[src/rtl/mult_div_ctrl_if.sv]
// Handshake and operand/result bundle between ctrl_unit and the
// iterative multiply/divide sequencer.
interface mult_div_ctrl_if #(
    parameter int DATA_W = 32
);
    logic              start;
    logic              op;
    logic [DATA_W-1:0] src_a;
    logic [DATA_W-1:0] src_b;
    logic              busy;
    logic              done;
    logic              hi_lo_w;
    logic [DATA_W-1:0] hi_out;
    logic [DATA_W-1:0] lo_out;
    logic              div_zero;

    modport master (
        output start, op, src_a, src_b,
        input  busy, done, hi_lo_w, hi_out, lo_out, div_zero
    );

    modport slave (
        input  start, op, src_a, src_b,
        output busy, done, hi_lo_w, hi_out, lo_out, div_zero
    );
endinterface

[src/rtl/mult_div_ctrl.sv]
// Iterative signed multiply / restoring divide sequencer feeding HI/LO.
// Works on operand magnitudes for 32 steps, then applies sign correction.
module mult_div_ctrl #(
    parameter int DATA_W = 32,
    parameter int CNT_W  = 5
) (
    input  logic           clk,
    input  logic           reset,
    mult_div_ctrl_if.slave bus
);
    localparam int W2 = 2 * DATA_W;

    typedef enum logic [1:0] {IDLE, RUN, FIN, ERR} state_t;

    state_t state;
    state_t state_nx;

    logic [CNT_W-1:0]  cnt;
    logic [DATA_W-1:0] mag_a;
    logic [DATA_W-1:0] mag_b;
    logic [DATA_W-1:0] rem;
    logic [W2-1:0]     acc;
    logic              op_q;
    logic              neg_res;
    logic              neg_rem;
    logic [DATA_W-1:0] hi_q;
    logic [DATA_W-1:0] lo_q;

    logic              b_zero;
    logic              accept;
    logic              last;
    logic [DATA_W-1:0] abs_a;
    logic [DATA_W-1:0] abs_b;
    logic [DATA_W:0]   msum;
    logic [DATA_W:0]   shl;
    logic              ge;
    logic [DATA_W-1:0] rem_nx;
    logic [W2-1:0]     acc_mul;
    logic [W2-1:0]     acc_div;
    logic [W2-1:0]     prod;
    logic [DATA_W-1:0] quo_fix;
    logic [DATA_W-1:0] rem_fix;

    assign b_zero = (bus.src_b == '0);
    assign accept = (state == IDLE) && bus.start && !(bus.op && b_zero);
    assign last   = (cnt == '0);

    assign abs_a = bus.src_a[DATA_W-1] ? -bus.src_a : bus.src_a;
    assign abs_b = bus.src_b[DATA_W-1] ? -bus.src_b : bus.src_b;

    // Mult step: add multiplicand into the upper half, shift right by one.
    assign msum    = {1'b0, acc[W2-1:DATA_W]}
                   + {1'b0, (acc[0] ? mag_a : {DATA_W{1'b0}})};
    assign acc_mul = {msum, acc[DATA_W-1:1]};

    // Div step: 33-bit partial remainder, dividend bits shift out of acc.
    assign shl     = {rem, acc[DATA_W-1]};
    assign ge      = (shl >= {1'b0, mag_b});
    assign rem_nx  = ge ? DATA_W'(shl - {1'b0, mag_b})
                        : shl[DATA_W-1:0];
    assign acc_div = {acc[W2-1:DATA_W], acc[DATA_W-2:0], ge};

    assign prod    = neg_res ? -acc_mul : acc_mul;
    assign quo_fix = neg_res ? -acc_div[DATA_W-1:0]
                             : acc_div[DATA_W-1:0];
    assign rem_fix = neg_rem ? -rem_nx : rem_nx;

    always_ff @(posedge clk or negedge reset) begin
        if (!reset) begin
            state <= IDLE;
        end else begin
            state <= state_nx;
        end
    end

    always_comb begin
        state_nx     = state;
        bus.busy     = 1'b0;
        bus.done     = 1'b0;
        bus.hi_lo_w  = 1'b0;
        bus.div_zero = 1'b0;
        unique case (state)
            IDLE: begin
                if (bus.start) begin
                    state_nx = (bus.op && b_zero) ? ERR : RUN;
                end
            end
            RUN: begin
                bus.busy = 1'b1;
                if (last) begin
                    state_nx = FIN;
                end
            end
            FIN: begin
                bus.busy    = 1'b1;
                bus.done    = 1'b1;
                bus.hi_lo_w = 1'b1;
                state_nx    = IDLE;
            end
            ERR: begin
                bus.done     = 1'b1;
                bus.div_zero = 1'b1;
                state_nx     = IDLE;
            end
            default: state_nx = IDLE;
        endcase
    end

    always_ff @(posedge clk or negedge reset) begin
        if (!reset) begin
            cnt     <= '0;
            mag_a   <= '0;
            mag_b   <= '0;
            rem     <= '0;
            acc     <= '0;
            op_q    <= 1'b0;
            neg_res <= 1'b0;
            neg_rem <= 1'b0;
            hi_q    <= '0;
            lo_q    <= '0;
        end else if (accept) begin
            cnt     <= CNT_W'(DATA_W - 1);
            mag_a   <= abs_a;
            mag_b   <= abs_b;
            rem     <= '0;
            acc     <= bus.op ? {{DATA_W{1'b0}}, abs_a}
                              : {{DATA_W{1'b0}}, abs_b};
            op_q    <= bus.op;
            neg_res <= bus.src_a[DATA_W-1] ^ bus.src_b[DATA_W-1];
            neg_rem <= bus.src_a[DATA_W-1];
        end else if (state == RUN) begin
            acc <= op_q ? acc_div : acc_mul;
            rem <= rem_nx;
            if (!last) begin
                cnt <= cnt - 1'b1;
            end else if (op_q) begin
                hi_q <= rem_fix;
                lo_q <= quo_fix;
            end else begin
                hi_q <= prod[W2-1:DATA_W];
                lo_q <= prod[DATA_W-1:0];
            end
        end
    end

    assign bus.hi_out = hi_q;
    assign bus.lo_out = lo_q;
endmodule

[src/flat_wrapper.sv]
// flat-port wrapper written by rule: the top's interface ports become plain ports
module mult_div_ctrl_flat 
#(
    parameter int DATA_W = 32,
    parameter int CNT_W  = 5
)
  (clk, reset, bus_start, bus_op, bus_src_a, bus_src_b, bus_busy, bus_done, bus_hi_lo_w, bus_hi_out, bus_lo_out, bus_div_zero);
  mult_div_ctrl_if #(.DATA_W(DATA_W)) bus_i ();
  input  logic clk;
  input  logic reset;
  input wire logic [$bits(bus_i.start)-1:0] bus_start;
  input wire logic [$bits(bus_i.op)-1:0] bus_op;
  input wire logic [$bits(bus_i.src_a)-1:0] bus_src_a;
  input wire logic [$bits(bus_i.src_b)-1:0] bus_src_b;
  output wire logic [$bits(bus_i.busy)-1:0] bus_busy;
  output wire logic [$bits(bus_i.done)-1:0] bus_done;
  output wire logic [$bits(bus_i.hi_lo_w)-1:0] bus_hi_lo_w;
  output wire logic [$bits(bus_i.hi_out)-1:0] bus_hi_out;
  output wire logic [$bits(bus_i.lo_out)-1:0] bus_lo_out;
  output wire logic [$bits(bus_i.div_zero)-1:0] bus_div_zero;
  assign bus_i.start = bus_start;
  assign bus_i.op = bus_op;
  assign bus_i.src_a = bus_src_a;
  assign bus_i.src_b = bus_src_b;
  assign bus_busy = bus_i.busy;
  assign bus_done = bus_i.done;
  assign bus_hi_lo_w = bus_i.hi_lo_w;
  assign bus_hi_out = bus_i.hi_out;
  assign bus_lo_out = bus_i.lo_out;
  assign bus_div_zero = bus_i.div_zero;
  mult_div_ctrl #(.DATA_W(DATA_W), .CNT_W(CNT_W)) u_core (.clk(clk), .reset(reset), .bus(bus_i));
endmodule
[config.mk]
export PLATFORM = sky130hd
export DESIGN_NAME = mult_div_ctrl_flat
export DESIGN_NICKNAME = d
export VERILOG_FILES = /design/src/rtl/mult_div_ctrl_if.sv /design/src/rtl/mult_div_ctrl.sv /design/src/flat_wrapper.sv
export SDC_FILE = /design/constraint.sdc
export NUM_CORES = 1
export LEC_CHECK = 0
export CAP_MARGIN = 5
export CORE_UTILIZATION = 61
export DETAILED_ROUTE_END_ITERATION = 8
export GPL_TIMING_DRIVEN = 0
export MAX_ROUTING_LAYER = met4
export PLACE_DENSITY = 0.82
export REMOVE_ABC_BUFFERS = 1
export SYNTH_ARGS = -nofsm -noshare
export SYNTH_HDL_FRONTEND = slang
export SYNTH_SLANG_ARGS = --single-unit
[constraint.sdc]
create_clock -name clk -period 9.5 [get_ports clk]
set_input_delay 1.9 -clock clk [delete_from_list [all_inputs] [get_ports clk]]
set_output_delay 1.9 -clock clk [all_outputs]
set_load 0.02 [all_outputs]
* After elaboration in Yosys (flattened, before gate mapping)
Cells that the tools add are included.
Word-level totals: bits in registers 234, input bits 68, output and inout bits 68, logic and storage cells 70
Operators by class: add/sub/neg operators 8, order comparisons 1, eq/ne operators 7, mux-type cells 26, bitwise logic cells 2, reductions and logical operators 14
Operators by type and width (number):
- two-way mux 32 bit | 11
- two-way mux 64 bit | 4
- negator 32 bit | 4
- negator 64 bit | 1
- adder 32 x 32 -> 33 bit | 1
- >= comparator 33 x 32 -> 1 bit | 1
- logical NOT 32 bit | 1
- subtractor 32 bit | 1
- two-way mux 5 bit | 3
- two-way mux 2 bit | 3
- case mux 2 bit (3 select lines) | 1
- AND reduction 2 bit | 3
- logical NOT 5 bit | 1
- subtractor 5 x 1 -> 5 bit (second input constant) | 1
- == test 2 bit (second input constant) | 2
- two-way mux 1 bit | 4
- inequality test 2 x 1 -> 1 bit (second input constant) | 2
- inequality test 2 bit (second input constant) | 2
- OR reduction 2 bit | 2
- logical AND 1 bit | 3
- AND reduction 3 bit | 1
- == test 2 x 1 -> 1 bit (second input constant) | 1
- logical NOT 2 bit | 1
- nonzero test 2 bit | 1
- 3 further kinds | 3

* Longest topological paths before layout
Gate-level depths: netlist of the first run.
depth in word-level cells 6, depth in mapped cells 20, mapped depth without buffers 17

* Least setup slack after synthesis of the first run
OpenSTA, ideal clock, no wires.
path type input-to-reg, from input bus_src_b[4], to register u_core.acc[38], setup time 67 ps, data arrival time 5272 ps, data required time 9433 ps, slack 4161 ps, cell stages on the path 14, path buffers 3, path through or4_1 nor2_1 nand2_1 or4_1 nand2b_1 or3_1 or4_1 and4bb_1 or2_2 buf_2 and2_1 buf_2 buf_2 a22o_1
Between the ends: word-level cells in the longest chain between the ends 6, elaborated cells on any way between the ends 8, those cells by class 1 x eq/ne; 1 x mux; 6 x reduce/logical
RTL lines:
- start: declaration | line flat_wrapper.sv:14 | input wire logic [$bits(bus_i.src_b)-1:0] bus_src_b;
- logical NOT 32 bit * | line mult_div_ctrl.sv:44 | assign b_zero = (bus.src_b == '0);
- logical AND 1 bit * | line mult_div_ctrl.sv:45 | assign accept = (state == IDLE) && bus.start && !(bus.op && b_zero);
- logical NOT 1 bit * | line mult_div_ctrl.sv:45
- logical AND 1 bit * | line mult_div_ctrl.sv:45
- inequality test 2 bit (no source line) / nonzero test 2 bit (equally long branches)
- AND reduction 2 bit (no source line)
- end signal: assignment | line mult_div_ctrl.sv:126 | acc <= bus.op ? {{DATA_W{1'b0}}, abs_a}
- end signal: assignment | line mult_div_ctrl.sv:132 | acc <= op_q ? acc_div : acc_mul;
- end: declaration | line mult_div_ctrl.sv:22 | logic [W2-1:0] acc;
Every way passes the cells marked *; elsewhere a longest branch is shown, timed or not. A chain may end at the register's enable or synchronous reset.

* Worst setup path in the final report of the first run
from register u_core.mag_b[14], to register u_core.hi_q[24], in the netlist u_core.bus.hi_out[24]
Between the ends: word-level cells in the longest chain between the ends 5, elaborated cells on any way between the ends 6, those cells by class 2 x add/sub; 1 x order compare; 3 x mux
RTL lines:
- start: declaration | line mult_div_ctrl.sv:20 | logic [DATA_W-1:0] mag_b;
- start signal: assignment | line mult_div_ctrl.sv:124 | mag_b <= abs_b;
- subtractor 32 bit / >= comparator 33 x 32 -> 1 bit (equally long branches) | line mult_div_ctrl.sv:59, mult_div_ctrl.sv:58
- two-way mux 32 bit * | line mult_div_ctrl.sv:59 | assign rem_nx = ge ? DATA_W'(shl - {1'b0, mag_b})
- negator 32 bit | line mult_div_ctrl.sv:66 | assign rem_fix = neg_rem ? -rem_nx : rem_nx;
- two-way mux 32 bit * | line mult_div_ctrl.sv:66
- two-way mux 32 bit * | line mult_div_ctrl.sv:136 | end else if (op_q) begin
- end signal: assignment | line mult_div_ctrl.sv:137 | hi_q <= rem_fix;
- end signal: assignment | line mult_div_ctrl.sv:140 | hi_q <= prod[W2-1:DATA_W];
- end: declaration | line mult_div_ctrl.sv:26 | logic [DATA_W-1:0] hi_q;
Marked as above.

==> flow_summary.json, run 1 <==
{
  "status": "completed",
  "globalRoute.totalOverflow": 0,
  "die_h_um": 179,
  "vias_per_cell": 6.53,
  "cts_tree": "built",
  "startpoint_type": "flop",
  "hold_buffers": 0,
  "yosys_register_bits": 234,
  "wire_per_inst_um": 21.5,
  "clkPwrFrac_pct": 13.1,
  "syn2layout_area_growth_pct": 13.0,
  "ys_seq_area_share_pct": 30.8,
  "crit_arrival_ps": 8070,
  "hpwl_um": 45400,
  "core_area_um2": 30700,
  "cp_slowest_stage_delay_ps": 950,
  "post-place-ws_ps": 2060,
  "p_sw_mw": 4.76,
  "rsz0062_at_grt": "false",
  "numPortBuffers": 135,
  "async_flop_share_pct": 100,
  "yosysUniqueCellTypes": 82,
  "cap_violations": 0,
  "slew_violations": 0,
  "dieArea_um2": 31900,
  "drive_gt1_share_pct": 4.39,
  "insertedDiodeCount": 0,
  "syn_inst": 2385,
  "path_max_fanout": 29,
  "p_sw_share_pct": 52.4,
  "post_cts_buffers": 0,
  "slew_headroom_pct": 7.52,
  "antenna_found_initial": 0,
  "die_x_um": 179,
  "crit_family": "compound AO/OA/AOI/OAI gates",
  "via_count": 18300,
  "start_util_pct": 62.0,
  "drt_iter0_drc": 1939,
  "p_per_area_nw_per_um2": 423,
  "place_congestion": 0.966,
  "grt.total_usage_pct": 39.0,
  "cts_made_buffers": 28,
  "fp-row-count": 64,
  "htreeDepth": 1,
  "final_antenna_net_count": 0,
  "crit_chain": "inv_1 -> ha_1 -> a21oi_1 -> inv_1 -> o2111ai_1 -> nand2_1 -> o211ai_1 -> nand2_2 -> buf_12 -> inv_1 -> mux2i_1 -> ha_1 -> o21ai_0 -> nand3b_1 -> o41ai_1 -> xnor2_1 -> a211oi_1 -> a21o_1",
  "drc": 0,
  "internal-power_mw": 4.33,
  "worst_hold_path_type": "reg -> reg",
  "min_period_over_period_pct": 80.3,
  "vdd_ir_drop_max_uv": 289,
  "cts_buffer_depth": 3,
  "nets": 2539,
  "wl_um": 60400,
  "cp-end-kind": "flop",
  "clk_latency_ps": 560,
  "first_pass_iters": 6,
  "num_io_pins": 136,
  "cts_resized": 0,
  "combPwrFrac_pct": 66.6,
  "crit_slowest_cell": "o211ai_1",
  "max_slew.worst_pin.slew_ps": 1370,
  "synth-edff-count": 0,
  "grt_max_degree": 123,
  "placed_area_um2": 20500,
  "crit_buf_inv": 4,
  "skew_ps": 12.1,
  "cts.clk_slew.worst_paths_ps": 60,
  "p_seq_share_pct": 20.3,
  "final_area_um2": 21500,
  "grt_pass1_vias": 17100,
  "reg2reg_slack_ps": 1870,
  "cts.sinks": 234,
  "ys_warn_count": 0,
  "fmax_ghz": 0.131,
  "synth.avg_cell_area_um2": 7.98,
  "worst_slack_ps": 1870,
  "crit_top_cell": "inv_1",
  "setup_violations": 0,
  "critPathKind": "reg -> reg",
  "synth_ff_type": "dfrtp_1",
  "crit_required_ps": 9940,
  "syn-cell-area_um2": 19000,
  "fin_crit_ps": 7630,
  "final-hold-violation-count": 0,
  "leakage_nw": 9.25,
  "fillers": 2373,
  "grt_pass1_wl_um": 93500,
  "cts-root-buf": "clkbuf_16"
}
## layout by cell type (no fill, tap or decap), types with 9 or more instances in the layout
cell,synthesis,layout
nand2_1,317,315
o21ai_0,262,262
dfrtp_1,234,232
nor2_1,175,173
a21oi_1,146,146
clkdlybuf4s50_1,0,133
xor2_1,118,118
xnor2_1,97,97
mux2i_1,90,90
ha_1,77,76
inv_1,72,72
a211oi_1,66,66
a21o_1,49,49
and2_1,44,44
nor3_1,36,36
or3_1,36,36
o31ai_1,34,34
clkbuf_16,0,29
nand4_1,25,25
o211ai_1,24,24
a22o_1,24,24
nand3_1,22,22
nor4_1,21,21
or4_1,17,17
o41ai_1,17,17
a31oi_1,16,16
nand2b_1,14,14
or2_2,13,12
o21a_1,11,11
o21ai_1,11,11
and3_1,11,11
nor2b_1,10,10
a21boi_0,9,9
nand3b_1,9,9
mux2_2,9,9
## worst paths after layout
check                           depth (start not counted)             start               endpoint
worst max-delay path                                   18  u_core.mag_b[14]  u_core.bus.hi_out[24]
worst min-delay path                                    2  u_core.mag_a[19]       u_core.mag_a[19]
worst max register to register                         18  u_core.mag_b[14]  u_core.bus.hi_out[24]
worst min register to register                          2  u_core.mag_a[19]       u_core.mag_a[19]
max in group asynchronous                               2             reset   u_core.bus.lo_out[9]
min in group asynchronous                               1             reset  u_core.bus.hi_out[25]
## synthesized netlist by cell type (24+ instances only)
master / n / share of area [%]
mux2i_1: 90 / 4.7
a21o_1: 49 / 1.9
nor3_1: 36 / 0.95
xnor2_1: 97 / 4.5
nor2_1: 175 / 3.5
o211ai_1: 24 / 0.95
dfrtp_1: 234 / 31
a21oi_1: 146 / 3.8
xor2_1: 118 / 5.4
or3_1: 36 / 1.2
nand4_1: 25 / 0.82
nand2_1: 317 / 6.3
a211oi_1: 66 / 2.6
and2_1: 44 / 1.4
o31ai_1: 34 / 1.3
ha_1: 77 / 5.1
inv_1: 72 / 1.4
clkbuf_1: 137 / 2.7
o21ai_0: 262 / 6.9
a22o_1: 24 / 1.1
## sequential cells by signal, summed over array words and instances (netlist names)
register and flops:
u_core.rem 32, u_core.mag_a 32, u_core.cnt 5, u_core.bus.hi_out 32, u_core.acc 64, u_core.neg_rem 1
u_core.state 2, u_core.mag_b 32, u_core.neg_res 1, u_core.bus.lo_out 32, u_core.op_q 1
## per-stage QoR
stage          hold WS (ps)  util [%]  power, mW  instances  TNS [ps]
2_1_floorplan           442         -       6.04       2218         0
3_5_place_dp            465      66.8       7.71       2758         0
6_report                470      70.1       9.09       2809         0
5_1_grt                 497      70.1       9.72       2809         0
3_3_place_gp            457      65.9       7.63       2749   -973500
4_1_cts                 476      70.1       8.96       2809         0
## logic make-up (layout without fill, tap and decap cells)
kind of cell | Yosys count | after routing | synth area share [%]
multiplexers | 100 | 100 | 5.38
buffers and inverters | 240 | 268 | 4.96
flip-flops | 234 | 234 | 30.8
adder cells (fa/ha/maj) | 79 | 79 | 5.27
AO/OA/AOI/OAI | 733 | 733 | 24.1
XOR/XNOR | 215 | 215 | 9.90
AND/OR/NAND/NOR | 784 | 784 | 19.7
## worst register-to-register path, stage by stage (launching register included)
cell       delay [ps]
dfrtp_1           410
inv_1              80
ha_1              390
a21oi_1           340
inv_1              70
o2111ai_1         360
nand2_1           230
o211ai_1          950
nand2_2           560
buf_12            370
inv_1             910
mux2i_1           400
ha_1              300
o21ai_0           520
nand3b_1          610
o41ai_1           550
xnor2_1           180
a211oi_1           90
a21o_1            190
## power by group through the flow
stage          Clock (mW)  Combinational (mW)  Sequential (mW)
2_1_floorplan           0                4.32             1.72
3_3_place_gp            0                5.74             1.89
3_5_place_dp            0                5.88             1.83
4_1_cts              1.20                5.94             1.82
5_1_grt              1.23                6.60             1.88
6_report             1.19                6.06             1.84
## cell type report
type                    instances  area, µm²  share of cell area [%]
clock inverters                13        200                   0.931
repair buffers                144       1580                    7.33
multi-input cells            1911      12300                    57.1
clock buffers                  38        820                    3.81
flip-flops and latches        234       5860                    27.3
inverters                      73        274                    1.27
well taps                     396        495                    2.31
## metal layers
layer	wire length, µm	track usage, %
met5	0	-
met4	2400	15.5
met3	4760	5.71
met2	27600	60.4
met1	25700	51.4
Power figures use the tool's default switching activity.
==> inputs of run 2 (changes only) <==
CORE_UTILIZATION = 55   (was 61)
PLACE_DENSITY = 0.78   (was 0.82)
clock period = 6.6 ns   (was 9.5 ns; I/O delays follow)
==> run 2 against run 1 <==
Critical path depth stayed put. Critical path type unchanged. Sequential share of layout area is 0.21 points lower. Worst setup slack worse by 1600 ps. Global-route usage is 3.8 points lower.
==> flow_summary.json, run 2 (same netlist as run 1, synthesis figures left out) <==
{
  "crit_required_ps": 7040,
  "whs_ps": 476,
  "hold_buffers": 0,
  "final_common_cell": "nand2_1",
  "cts-root-buf": "clkbuf_16",
  "nets": 2544,
  "placed_area_um2": 20600,
  "final-hold-violation-count": 0,
  "path_max_fanout": 25,
  "via_count": 18200,
  "cts_tree": "built",
  "die_x_um": 188,
  "drive_gt1_share_pct": 4.75,
  "worst_slack_ps": 309,
  "fmax_ghz": 0.159,
  "regMostFlops": "u_core.acc",
  "wl_um": 61200,
  "cts_made_buffers": 28,
  "leakage_nw": 9.27,
  "numPortBuffers": 135,
  "wire_per_inst_um": 21.3,
  "final_antenna_net_count": 0,
  "critPathKind": "reg -> reg",
  "core_area_um2": 33800,
  "fin_cells": 2869,
  "cap_violations": 0,
  "place_congestion": 0.983,
  "grt_pass1_wl_um": 95500,
  "vdd_ir_drop_max_uv": 388,
  "grt.total_usage_pct": 35.2,
  "startpoint_type": "flop",
  "cp_slowest_stage_delay_ps": 620,
  "crit_slowest_cell": "nor4_1",
  "antenna_found_initial": 1,
  "largest_reg_flops": 64,
  "drc": 0,
  "dieArea_um2": 35300,
  "slew_headroom_pct": 11.1,
  "first_pass_iters": 5,
  "num_io_pins": 136,
  "final_cell_mix": "nand2_1, o21ai_0, dfrtp_1",
  "final_core_util_pct": 64.1,
  "hpwl_um": 46000,
  "cts.sinks": 234,
  "fin_crit_ps": 6290,
  "status": "completed",
  "cts_buffer_depth": 3,
  "crit_buf_inv": 3,
  "crit_family": "compound AO/OA/AOI/OAI gates",
  "crit_chain": "ha_1 -> nand4_1 -> nor4_1 -> a41oi_1 -> o21ai_0 -> a21oi_2 -> nand2_4 -> buf_12 -> clkinvlp_4 -> mux2i_1 -> ha_1 -> o21ai_0 -> nand3b_1 -> buf_4 -> o41ai_1 -> xnor2_1 -> a211oi_1 -> a21o_1",
  "start_util_pct": 56.3,
  "fp-row-count": 67,
  "final_area_um2": 21700,
  "vias_per_cell": 6.36,
  "tns_ps": 0,
  "power_mw": 13.2,
  "die_h_um": 188,
  "placed_cells": 2811,
  "rsz0062_at_grt": "false",
  "setup_violations": 0,
  "crit_arrival_ps": 6730,
  "worst_hold_path_type": "reg -> reg",
  "post-place-ws_ps": -571,
  "skew_ps": 26.7,
  "clk_latency_ps": 580,
  "grt_max_degree": 122,
  "max_slew.worst_pin.slew_ps": 1320,
  "syn2layout_area_growth_pct": 13.8,
  "slew_violations": 0,
  "drt_iter0_drc": 1871,
  "p_per_area_nw_per_um2": 609,
  "htreeDepth": 1,
  "globalRoute.totalOverflow": 0,
  "grt_pass1_vias": 16900,
  "cp-end-kind": "flop",
  "min_period_over_period_pct": 95.3,
  "cts.clk_slew.worst_paths_ps": 70
}
## run 2: cell types whose count changed in the layout (fill, tap and decap cells not counted), sizes merged
| cell | change |
|---|---|
| clkinvlp | +4 |
| bufinv | +3 |
| diode | +2 |
| inv | -1 |
| buf | +3 |
| clkbuf | -3 |
## run 2: worst reg2reg max path, stage by stage (launching register included)
cell and delay [ps]:
dfrtp_1 440, ha_1 550, nand4_1 200, nor4_1 620, a41oi_1 230, o21ai_0 320
a21oi_2 220, nand2_4 360, buf_12 240, clkinvlp_4 480, mux2i_1 420, ha_1 270
o21ai_0 440, nand3b_1 330, buf_4 180, o41ai_1 410, xnor2_1 170, a211oi_1 90
a21o_1 200
## run 2: routing by layer
| metal | wire length (µm) | GRT usage, % |
|---|---|---|
| met5 | 0 | - |
| met4 | 2450 | 12.8 |
| met3 | 3720 | 3.14 |
| met2 | 27800 | 54.3 |
| met1 | 27200 | 48.2 |
## run 2: worst paths after layout
check | from | to | slack, ps | cells past startpoint
hold / removal | u_core.bus.lo_out[20] | u_core.bus.lo_out[20] | 480 | 2
setup / recovery | u_core.rem[6] | u_core.bus.hi_out[24] | 310 | 18
min in group asynchronous | reset | u_core.rem[22] | 860 | 1
max in group asynchronous | reset | u_core.neg_res | 4610 | 2
hold reg to reg | u_core.bus.lo_out[20] | u_core.bus.lo_out[20] | 480 | 2
setup reg to reg | u_core.rem[6] | u_core.bus.hi_out[24] | 310 | 18
## run 2: final cells by class
cell class              instances  area, µm²
repair buffers                148       1610
fillers                      2944      12100
inverters                      73        278
repair inverters                1       5.00
flip-flops and latches        234       5860
multi-input cells            1911      12300
clock inverters                18        317
diodes                          2       5.00
clock buffers                  34        743
well taps                     448        561
## run 2: timing repair
item                                    4_1_cts  5_1_grt
gates cloned                                  0        1
resized for setup                             1        4
endpoints found under the setup margin        9       32
buffers inserted                              1        1
pin swaps                                     1        0
## run 2: power breakdown
part	leakage (nW)	switching, mW	internal, mW
registers	3.01	0.717	1.92
clock network	0.509	0.674	1.12
logic	5.74	5.52	3.24
